File: config.mk
export PLATFORM = sky130hd
export DESIGN_NAME = sipo_deserializer_flat
export DESIGN_NICKNAME = d
export VERILOG_FILES = /design/src/rtl/sipo_deserializer_if.sv /design/src/rtl/sipo_deserializer.sv /design/src/flat_wrapper.sv
export SDC_FILE = /design/constraint.sdc
export NUM_CORES = 1
export LEC_CHECK = 0
export CORE_ASPECT_RATIO = 1.1
export CORE_UTILIZATION = 39
export DETAILED_ROUTE_END_ITERATION = 8
export PLACE_DENSITY = 0.71
export SYNTH_ARGS = -nofsm -noshare
export SYNTH_HDL_FRONTEND = slang
export SYNTH_SLANG_ARGS = --single-unit
export TNS_END_PERCENT = 30
File: constraint.sdc
create_clock -name clk -period 1.4 [get_ports clk]
set_clock_uncertainty 0.1 [all_clocks]
set_input_delay 0.14 -clock clk [delete_from_list [all_inputs] [get_ports clk]]
set_output_delay 0.14 -clock clk [all_outputs]
set_load 0.02 [all_outputs]
File: src/rtl/sipo_deserializer_if.sv
// sipo_deserializer_if
//   Bundles the serial input, the consumer handshake and the status outputs
//   of sipo_deserializer. clk and reset stay outside as plain ports.
//   master : the side that drives serial data, strobes and ack.
//   slave  : the deserializer itself.
//   Signals:
//     si, shift, start    serial bit, bit strobe, frame start marker
//     ack, clr_ovr        consumer took po / clear sticky overrun
//     po, valid           held parallel word and its "unacknowledged" flag
//     busy, bit_cnt       frame in progress / bits captured so far
//     overrun, frame_err  sticky dropped-word flag / one-cycle abort pulse
//     state_dbg           raw FSM state (0=IDLE, 1=RECV) for checkers
interface sipo_deserializer_if #(
  parameter int WIDTH = 4
);
  localparam int CW = $clog2(WIDTH + 1);

  logic             si;
  logic             shift;
  logic             start;
  logic             ack;
  logic             clr_ovr;
  logic [WIDTH-1:0] po;
  logic             valid;
  logic             busy;
  logic [CW-1:0]    bit_cnt;
  logic             overrun;
  logic             frame_err;
  logic             state_dbg;

  modport master (
    output si, shift, start, ack, clr_ovr,
    input  po, valid, busy, bit_cnt, overrun, frame_err, state_dbg
  );

  modport slave (
    input  si, shift, start, ack, clr_ovr,
    output po, valid, busy, bit_cnt, overrun, frame_err, state_dbg
  );
endinterface

File: src/rtl/sipo_deserializer.sv
// sipo_deserializer
//   Serial-in/parallel-out receiver for an MSB-first stream, one bit per
//   shift strobe. Each WIDTH-bit word is presented on a held output po with
//   a valid/ack handshake. Frame restarts (start while receiving) pulse
//   frame_err; words completed while the previous one is still
//   unacknowledged are dropped and set the sticky overrun flag.
//   Ports:
//     clk    rising-edge system clock
//     reset  synchronous, active-low; clears all state
//     bus    sipo_deserializer_if.slave (see the interface for signals)
//
//   Handshake: valid=1 means po holds a word not yet taken. The consumer
//   takes it by raising ack while valid=1; valid drops at that edge unless a
//   new word completes in the same cycle, in which case po is replaced and
//   valid stays high. ack while valid=0 is ignored. po only changes when a
//   word is accepted.
module sipo_deserializer #(
  parameter int WIDTH = 4
) (
  input  logic               clk,
  input  logic               reset,
  sipo_deserializer_if.slave bus
);
  localparam int CW = $clog2(WIDTH + 1);
  localparam logic [CW-1:0] LAST_IDX = CW'(WIDTH - 1);

  typedef enum logic {
    IDLE = 1'b0,
    RECV = 1'b1
  } state_t;

  state_t           state_q, state_d;
  // Only WIDTH-1 bits need storing: the final bit of a word comes straight
  // from si on the completing edge.
  logic [WIDTH-2:0] sr_q, sr_d;
  logic [CW-1:0]    cnt_q, cnt_d;
  logic [WIDTH-1:0] po_q, po_d;
  logic             valid_q, valid_d;
  logic             ovr_q, ovr_d;
  logic             ferr_q, ferr_d;

  logic [WIDTH-1:0] word;
  logic             complete;
  logic             ovr_set;

  always_comb begin
    state_d  = state_q;
    sr_d     = sr_q;
    cnt_d    = cnt_q;
    po_d     = po_q;
    valid_d  = valid_q;
    ferr_d   = 1'b0;
    complete = 1'b0;
    ovr_set  = 1'b0;
    word     = {sr_q, bus.si};

    // start has priority over everything in the frame path, including a
    // bit that would otherwise complete the current word.
    if (bus.start) begin
      ferr_d  = (state_q == RECV);
      state_d = RECV;
      sr_d    = '0;
      cnt_d   = '0;
      if (bus.shift) begin
        sr_d[0] = bus.si;
        cnt_d   = CW'(1);
      end
    end else if (state_q == RECV && bus.shift) begin
      if (cnt_q == LAST_IDX) begin
        complete = 1'b1;
        state_d  = IDLE;
        sr_d     = '0;
        cnt_d    = '0;
      end else begin
        sr_d  = word[WIDTH-2:0];
        cnt_d = cnt_q + 1'b1;
      end
    end

    if (complete) begin
      if (!valid_q || bus.ack) begin
        po_d    = word;
        valid_d = 1'b1;
      end else begin
        ovr_set = 1'b1;
      end
    end else if (valid_q && bus.ack) begin
      valid_d = 1'b0;
    end

    // A new overrun beats a same-cycle clear.
    ovr_d = ovr_set | (ovr_q & ~bus.clr_ovr);
  end

  always_ff @(posedge clk) begin
    if (!reset) begin
      state_q <= IDLE;
      sr_q    <= '0;
      cnt_q   <= '0;
      po_q    <= '0;
      valid_q <= 1'b0;
      ovr_q   <= 1'b0;
      ferr_q  <= 1'b0;
    end else begin
      state_q <= state_d;
      sr_q    <= sr_d;
      cnt_q   <= cnt_d;
      po_q    <= po_d;
      valid_q <= valid_d;
      ovr_q   <= ovr_d;
      ferr_q  <= ferr_d;
    end
  end

  assign bus.po        = po_q;
  assign bus.valid     = valid_q;
  assign bus.busy      = (state_q == RECV);
  assign bus.bit_cnt   = cnt_q;
  assign bus.overrun   = ovr_q;
  assign bus.frame_err = ferr_q;
  assign bus.state_dbg = state_q;
endmodule
File: src/flat_wrapper.sv
// flat-port wrapper written by rule: the top's interface ports become plain ports
module sipo_deserializer_flat 
#(
  parameter int WIDTH = 4
)
  (clk, reset, bus_si, bus_shift, bus_start, bus_ack, bus_clr_ovr, bus_po, bus_valid, bus_busy, bus_bit_cnt, bus_overrun, bus_frame_err, bus_state_dbg);
  sipo_deserializer_if #(.WIDTH(WIDTH)) bus_i ();
  input  logic clk;
  input  logic reset;
  input wire logic [$bits(bus_i.si)-1:0] bus_si;
  input wire logic [$bits(bus_i.shift)-1:0] bus_shift;
  input wire logic [$bits(bus_i.start)-1:0] bus_start;
  input wire logic [$bits(bus_i.ack)-1:0] bus_ack;
  input wire logic [$bits(bus_i.clr_ovr)-1:0] bus_clr_ovr;
  output wire logic [$bits(bus_i.po)-1:0] bus_po;
  output wire logic [$bits(bus_i.valid)-1:0] bus_valid;
  output wire logic [$bits(bus_i.busy)-1:0] bus_busy;
  output wire logic [$bits(bus_i.bit_cnt)-1:0] bus_bit_cnt;
  output wire logic [$bits(bus_i.overrun)-1:0] bus_overrun;
  output wire logic [$bits(bus_i.frame_err)-1:0] bus_frame_err;
  output wire logic [$bits(bus_i.state_dbg)-1:0] bus_state_dbg;
  assign bus_i.si = bus_si;
  assign bus_i.shift = bus_shift;
  assign bus_i.start = bus_start;
  assign bus_i.ack = bus_ack;
  assign bus_i.clr_ovr = bus_clr_ovr;
  assign bus_po = bus_i.po;
  assign bus_valid = bus_i.valid;
  assign bus_busy = bus_i.busy;
  assign bus_bit_cnt = bus_i.bit_cnt;
  assign bus_overrun = bus_i.overrun;
  assign bus_frame_err = bus_i.frame_err;
  assign bus_state_dbg = bus_i.state_dbg;
  sipo_deserializer #(.WIDTH(WIDTH)) u_core (.clk(clk), .reset(reset), .bus(bus_i));
endmodule
==> results.txt, run 1 <==
----------------------------------------------------
[Die]
  Number of top-level design ports ... 19
  Die width ... 39.34 um
  Die area ... 1694 sq um
  Starting Density ... 0.4268
  Vert. Die Dim ... 43.07 um
  Core Rows ... 14
  Placeable Area ... 1401 sq um

[Pwr]
  Overall power of the completed layout ... 0.7394 mW
  Pwr dens ... 840.6 nW/um^2
  Leakage Power ... 0.3703 nW
  Worst-case vdd ir drop ... 477.4 uV

[STA]
  Final worst path period share ... 0.9072
  Final Hold Vio Count ... 0
  Transition time of the tightest slew-check pin ... 277.1 ps
  RSZ-0062 raised after global routing ... no
  Final count of negative-setup-slack endpoints ... 0
  Final Hold Slack ... 354.1 ps
  Rel. slew slack ... 0.8149
  Fin worst setup slack ... 129.9 ps
  Count of pins over their slew limit ... 0
  Max Clock Freq ... 0.7874 GHz
  Min cycle time layout ... 1270 ps

[Placement]
  Number of cells after detailed placement ... 105
  IO buf count ... 18
  Routability-driven placement congestion ratio ... 0.7438
  Hpwl dp ... 937.2 um
  Worst slack at placement ... -62.96 ps

[Global routing]
  Pin count of the biggest net entering global routing ... 12
  Global-route congestion overflow total ... 0
  First-pass GRT wire length ... 1897 um
  Global-route usage over all layers ... 0.1674
  Antenna violations before repair ... 0
  Via count of the first global-routing pass ... 469

[Final layout]
  Final nets ... 102
  Layout Cells excl Fill ... 109
  Layout cell share with drive strength beyond 1 ... 0.2258
  Area growth from synthesis to layout ... 47.07%
  Filler Cell Count ... 127
  Area used by multi-input combinational logic ... 300.3 sq um
  Area used by sequential logic in the layout ... 289.0 sq um
  Fraction of the core area covered by cells at the end of the flow ... 0.6277
  Diode insertion count for antenna repair ... 0

[Logic synthesis]
  Mux share of post-synthesis cell area ... 0.06695
  Combinational family with the most area after synthesis ... simple AND/OR/NAND/NOR gates
  Register bit count reported by yosys ... 14
  Simple-gate share of the synthesized area ... 0.2950
  Post-synthesis sequential area ratio ... 0.4686
  Cell count after synthesis ... 66
  Number of distinct library cell variants in the gate-level netlist after synthesis ... 25
  Most used DFF post-synth ... sky130_fd_sc_hd__dfxtp_1
  Count of synthesis-stage warnings from yosys ... 0
  Cell area after synthesis ... 598.1 sq um
  Compound-Gate Fraction of Synth Area ... 0.09833
  Post-synth net total ... 74
  Mapped Avg Cell Area ... 9.062 sq um
  Area share of xor/xnor cells in the synthesized design ... 0
  Adder-cell area share of the yosys netlist ... 0.02092
  Post-synth EDFFs ... 0
  Proportion of synthesized flip-flops having asynchronous set or reset ... 0

[Routing]
  Remaining antenna violation count after routing ... 0
  Total wire length ... 1236 um
  Starting DRT DRC Count ... 10
  Total iterations of the first detailed-routing run ... 4
  Post-detailed-route wirelength per cell ... 11.34 um
  DRC ... 0
  Via density ... 4.789
  Total number of vias ... 522

[Outcome]
  Run status ... finished, final reports clean

[Clocking]
  Clk sink count ... 14
  Root cell of the clock tree ... sky130_fd_sc_hd__clkbuf_4
  Number of clock buffers inserted by TritonCTS ... 3
  Number of buffers inserted by post-CTS setup repair ... 0
  Clock network latency to the later pin of the worst-skew pair ... 270 ps
  Number of H-tree levels ... 1
  Number of buffers between clock root and the deepest sink ... 2
  CTS tree ... built
  Clock transition at the register clock pins on the worst setup and hold paths after CTS ... 90 ps

[Critical path]
  Class of the most critical setup path ... input pin to register
  Required time at the worst-slack endpoint ... 1500 ps
  Crit path launch type ... input pin
  Maximum fanout encountered on the critical timing path ... 4
  Worst setup EP type ... register
  WP data arrival ... 1370 ps

[Min path]
  Worst hold-check path type ... register to register

[Run]
  Count of maximum capacitance violations ... 0

----------------------------------------------------
state kept, by name (all words and copies together), names as in the netlist:
name,flops
u_core.bus.busy,1
u_core.bus.overrun,1
u_core.bus.frame_err,1
u_core.bus.bit_cnt,3
u_core.sr_q,3
u_core.bus.po,4
u_core.bus.valid,1
per-layer routing:
metal,global-route usage,routed length [um],up-vias
met3,0.03141,57,2
met2,0.2400,564,11
li1,-,-,281
met5,0,0,-
met1,0.2152,603,228
met4,0.1241,10,0
logic make-up (layout without fill, tap and decap cells):
group	after synthesis	in the layout
AND/OR/NAND/NOR	31	31
multiplexers	4	4
buffers and inverters	6	33
AO/OA/AOI/OAI	10	10
flip-flops	14	14
adder cells (fa/ha/maj)	1	1
cell usage after synthesis, drive strengths merged (2+ instances only):
cell type  number  area share
a31oi           2       0.021
nand4           3       0.031
nand3           2       0.017
nor2b           2       0.021
mux2i           4       0.067
dfxtp          14        0.47
buf             4       0.038
a21oi           4       0.033
nor2            2       0.013
o21ai           2       0.017
nand2          15       0.098
nand2b          2       0.033
final timing paths:
check,start,endpoint,slack [ps],cells past startpoint
hold / removal,u_core.bus.bit_cnt[2],u_core.bus.bit_cnt[2],350,2
hold reg to reg,u_core.bus.bit_cnt[2],u_core.bus.bit_cnt[2],350,2
setup / recovery,bus_shift,u_core.bus.po[0],130,5
setup reg to reg,u_core.bus.busy,u_core.bus.po[0],140,4
worst max-delay path: stages:
cell and delay, ps:
sky130_fd_sc_hd__clkdlybuf4s50_1 490, sky130_fd_sc_hd__nand2_2 100, sky130_fd_sc_hd__nor4_4 260, sky130_fd_sc_hd__buf_4 180, sky130_fd_sc_hd__mux2i_1 200
final cells by class:
cell class | instances | share of cell area
clock buffers | 4 | 0.02987
inverters | 1 | 0.004267
multi-input cells | 46 | 0.3414
flip-flops and latches | 14 | 0.3286
well taps | 16 | 0.02276
repair buffers | 28 | 0.2731
per-stage QoR:
step           setup TNS, ps  cell area [sq um]
3_3_place_gp          -36.70              868.3
3_5_place_dp          -200.7              868.3
2_1_floorplan              0              619.3
6_report                   0              879.6
4_1_cts                    0              879.6
5_1_grt                    0              879.6
where the power goes:
group,switching (mW),internal [mW]
registers,0.00662,0.404
logic,0.0450,0.0443
clock network,0.129,0.110
total,0.181,0.558
cells in the final DEF (no fill, tap or decap), types with 2 or more instances in the layout:
master and n:
sky130_fd_sc_hd__nand2_1 14, sky130_fd_sc_hd__dlygate4sd2_1 12, sky130_fd_sc_hd__dfxtp_1 11, sky130_fd_sc_hd__buf_4 10, sky130_fd_sc_hd__clkdlybuf4s50_1 6, sky130_fd_sc_hd__mux2i_1 4, sky130_fd_sc_hd__a21oi_1 4, sky130_fd_sc_hd__nand4_1 3
sky130_fd_sc_hd__clkbuf_4 3, sky130_fd_sc_hd__nor2b_1 2, sky130_fd_sc_hd__a31oi_1 2, sky130_fd_sc_hd__o21ai_0 2, sky130_fd_sc_hd__nor2_1 2, sky130_fd_sc_hd__nand3_1 2, sky130_fd_sc_hd__dfxtp_4 2
repair_timing:
item                                    4_1_cts  5_1_grt
resized for setup                            12        0
endpoints found under the hold margin         0        0
hold buffers                                  0        0
endpoints found under the setup margin       14        0
(Power assumes the default switching activity.)
==> run 2: changes to the inputs <==
--- a/config.mk
+++ b/config.mk
@@ -5,10 +5,11 @@
 export SDC_FILE = /design/constraint.sdc
 export NUM_CORES = 1
 export LEC_CHECK = 0
-export CORE_ASPECT_RATIO = 1.1
-export CORE_UTILIZATION = 39
+export CORE_AREA = 2 2 39 41
 export DETAILED_ROUTE_END_ITERATION = 8
-export PLACE_DENSITY = 0.71
+export DIE_AREA = 0 0 41 43
+export DONT_BUFFER_PORTS = 1
+export PLACE_DENSITY = 0.61
 export SYNTH_ARGS = -nofsm -noshare
 export SYNTH_HDL_FRONTEND = slang
 export SYNTH_SLANG_ARGS = --single-unit
==> run 2 against run 1 <==
  * Utilization decreased by 7.3 points
  * Power increased by 3.5%
  * Critical path depth unchanged
  * Flip-flop and latch count unchanged
  * Global-route usage decreased by 1.5 points
  * Highest routed layer unchanged
==> results.txt, run 2 (synthesis results as in run 1) <==
----------------------------------------------------
[Die]
  Placeable Area ... 1384 sq um (was 1401 sq um)
  Starting Density ... 0.4322 (was 0.4268)
  Die area ... 1763 sq um (was 1694 sq um)
  Number of top-level design ports ... 19 (unchanged)
  Core Rows ... 14 (unchanged)
  Die width ... 41 um (was 39.34 um)
  Vert. Die Dim ... 43 um (was 43.07 um)

[Critical path]
  Crit path from ... u_core.bus.bit_cnt[0] (was bus_shift)
  Reg-to-reg slack, setup ... 40 ps (was 140 ps)
  Destination of the critical timing path ... u_core.bus.po[2] (was u_core.bus.po[0])
  CP top delay family ... flip-flops (was buffers and inverters)
  Maximum fanout encountered on the critical timing path ... 6 (was 4)
  Ordered list of cells on the worst path ... ha_4, nand2b_4, nor4_4, buf_4, mux2i_1 (was clkdlybuf4s50_1, nand2_2, nor4_4, buf_4, mux2i_1)
  Worst r2r dst ... u_core.bus.po[2] (was u_core.bus.po[0])
  Delay contributed by the slowest stage of the critical path ... 360 ps (was 490 ps)
  Worst path slowest cell ... sky130_fd_sc_hd__dfxtp_4 (was sky130_fd_sc_hd__clkdlybuf4s50_1)
  Path depth of the worst reg2reg path ... 5 (was 4)
  Class of the most critical setup path ... register to register (was input pin to register)
  Crit path launch type ... register (was input pin)
  Source of the worst register-to-register timing path ... u_core.bus.bit_cnt[0] (was u_core.bus.busy)
  Worst setup EP type ... register (unchanged)
  WP data arrival ... 1470 ps (was 1370 ps)
  Combined buffer and inverter count along the critical path ... 1 (was 2)
  Instance count on the critical path ... 5 (unchanged)
  Required time at the worst-slack endpoint ... 1510 ps (was 1500 ps)

[Run]
  Count of maximum capacitance violations ... 0 (unchanged)

[Placement]
  IO buf count ... 0 (was 18)
  Hpwl dp ... 817.8 um (was 937.2 um)
  Worst slack at placement ... 21.76 ps (was -62.96 ps)
  Number of cells after detailed placement ... 83 (was 105)
  Routability-driven placement congestion ratio ... 0.7155 (was 0.7438)

[Clocking]
  Root cell of the clock tree ... sky130_fd_sc_hd__clkbuf_4 (unchanged)
  Clock network latency to the later pin of the worst-skew pair ... 280 ps (was 270 ps)
  Number of H-tree levels ... 1 (unchanged)
  Number of clock buffers inserted by TritonCTS ... 3 (unchanged)
  Number of buffers between clock root and the deepest sink ... 2 (unchanged)
  Clock transition at the register clock pins on the worst setup and hold paths after CTS ... 90 ps (about the same)
  Clk sink count ... 14 (unchanged)
  Number of gates resized after cts ... 0 (was 12)
  CTS tree ... built (unchanged)

[Pwr]
  Overall power of the completed layout ... 0.7654 mW (was 0.7394 mW)
  Leakage Power ... 0.2767 nW (was 0.3703 nW)
  Portion of total power attributed to sequential cells ... 0.536 (was 0.555)
  Psw ... 0.1753 mW (was 0.1811 mW)
  Power share of the combinational group ... 0.091 (was 0.121)
  Worst-case vdd ir drop ... 538.4 uV (was 477.4 uV)
  Net switching fraction of the power ... 0.2290 (was 0.2450)
  Int Pwr ... 0.5902 mW (was 0.5582 mW)
  Clock Power Share ... 0.373 (was 0.324)
  Pwr dens ... 997.9 nW/um^2 (was 840.6 nW/um^2)

[Routing]
  Total wire length ... 1185 um (was 1236 um)
  Total iterations of the first detailed-routing run ... 4 (unchanged)
  Remaining antenna violation count after routing ... 0 (unchanged)
  Post-detailed-route wirelength per cell ... 12.47 um (was 11.34 um)
  Starting DRT DRC Count ... 7 (was 10)
  DRC ... 0 (unchanged)
  Total number of vias ... 509 (was 522)
  Via density ... 5.358 (was 4.789)

[Global routing]
  Via count of the first global-routing pass ... 447 (was 469)
  Pin count of the biggest net entering global routing ... 17 (was 12)
  Global-route congestion overflow total ... 0 (unchanged)
  Antenna violations before repair ... 0 (unchanged)
  First-pass GRT wire length ... 1800 um (was 1897 um)
  Global-route usage over all layers ... 0.1525 (was 0.1674)

[STA]
  Count of pins over their slew limit ... 0 (unchanged)
  Rel. slew slack ... 0.6580 (was 0.8149)
  Final Hold Slack ... 22.25 ps (was 354.1 ps)
  Final count of negative-setup-slack endpoints ... 0 (unchanged)
  Min cycle time layout ... 1359 ps (was 1270 ps)
  Final worst path period share ... 0.9705 (was 0.9072)
  Transition time of the tightest slew-check pin ... 511.2 ps (was 277.1 ps)
  Final Hold Vio Count ... 0 (unchanged)
  Max Clock Freq ... 0.7360 GHz (was 0.7874 GHz)
  RSZ-0062 raised after global routing ... yes (was no)
  Setup TNS Final ... 0 ps (unchanged)
  Fin worst setup slack ... 41.36 ps (was 129.9 ps)

[Final layout]
  Layout cell share with drive strength beyond 1 ... 0.2658 (was 0.2258)
  Flip-flop count of the largest register after layout ... 4 (unchanged)
  Area growth from synthesis to layout ... 28.24% (was 47.07%)
  Diode insertion count for antenna repair ... 0 (unchanged)
  Layout Cells excl Fill ... 95 (was 109)
  Commonest non-fill, non-tap cells in the layout ... sky130_fd_sc_hd__nand2_1 (14), sky130_fd_sc_hd__dfxtp_1 (11), sky130_fd_sc_hd__buf_4 (9) (was sky130_fd_sc_hd__nand2_1 (14), sky130_fd_sc_hd__dlygate4sd2_1 (12), sky130_fd_sc_hd__dfxtp_1 (11))
  Final nets ... 88 (was 102)
  Most common library cell in the layout ignoring fill and taps ... sky130_fd_sc_hd__nand2_1 (unchanged)

[Min path]
  Count of cells along the worst hold path ... 3 (was 2)
  Worst hold-check path type ... input pin to register (was register to register)

[Outcome]
  Run status ... finished, final reports clean (unchanged)

----------------------------------------------------
run 2: changes by cell type in the layout (fill, tap and decap cells not counted), sizes merged:
cell / change
dlygate4sd2: -12
clkdlybuf4s50: -6
dlygate4sd3: +5
buf: -1
run 2: power by group through the flow:
| stage | clock network, mW | logic, mW | registers, mW |
|---|---|---|---|
| 2_1_floorplan | 0 | 0.0395 | 0.426 |
| 3_3_place_gp | 0 | 0.0441 | 0.419 |
| 3_5_place_dp | 0 | 0.0449 | 0.420 |
| 4_1_cts | 0.293 | 0.0668 | 0.410 |
| 5_1_grt | 0.314 | 0.0756 | 0.411 |
| 6_report | 0.286 | 0.0696 | 0.410 |
run 2: worst min path at each step:
stage	from	end	slack, ps
after global placement	bus_shift	u_core.bus.bit_cnt[2]	150
after CTS	reset	u_core.bus.bit_cnt[2]	20
after detailed placement	reset	u_core.bus.bit_cnt[0]	150
after global routing	reset	u_core.bus.bit_cnt[2]	20
final	reset	u_core.bus.bit_cnt[2]	20
after floorplan	bus_start	u_core.bus.bit_cnt[0]	180
run 2: final cells by class:
type | instances | area [sq um]
Inverter | 1 | 3.754
Timing Repair Buffer | 14 | 117.6
Tap cell | 16 | 20.02
Clock buffer | 4 | 36.28
Fill cell | 125 | 616.8
Multi-Input combinational cell | 46 | 300.3
Sequential cell | 14 | 289.0
run 2: routing by layer:
layer | up-vias | GRT usage | wire (um)
met5 | - | 0 | 0
li1 | 256 | - | -
met2 | 13 | 0.2063 | 536
met1 | 236 | 0.2066 | 566
met3 | 4 | 0.03665 | 65
met4 | 0 | 0.1000 | 17
run 2: tightest hold or removal path, stage by stage:
cell                      delay, ps
sky130_fd_sc_hd__nor2b_1        120
sky130_fd_sc_hd__nand2_1         60
sky130_fd_sc_hd__a31oi_1         30
run 2: through the flow:
step,util,area [sq um]
floorplan,-,619.3
global placement,0.4756,658.1
detailed placement,0.4756,658.1
CTS,0.5380,744.5
global route,0.5543,767.0
finish,0.5543,767.0
run 2: timing repair:
action | in CTS | in global routing
endpoints found under the hold margin | 14 | 0
setup buffers | 0 | 3
setup endpoints to repair | 0 | 4
hold buffers | 5 | 0
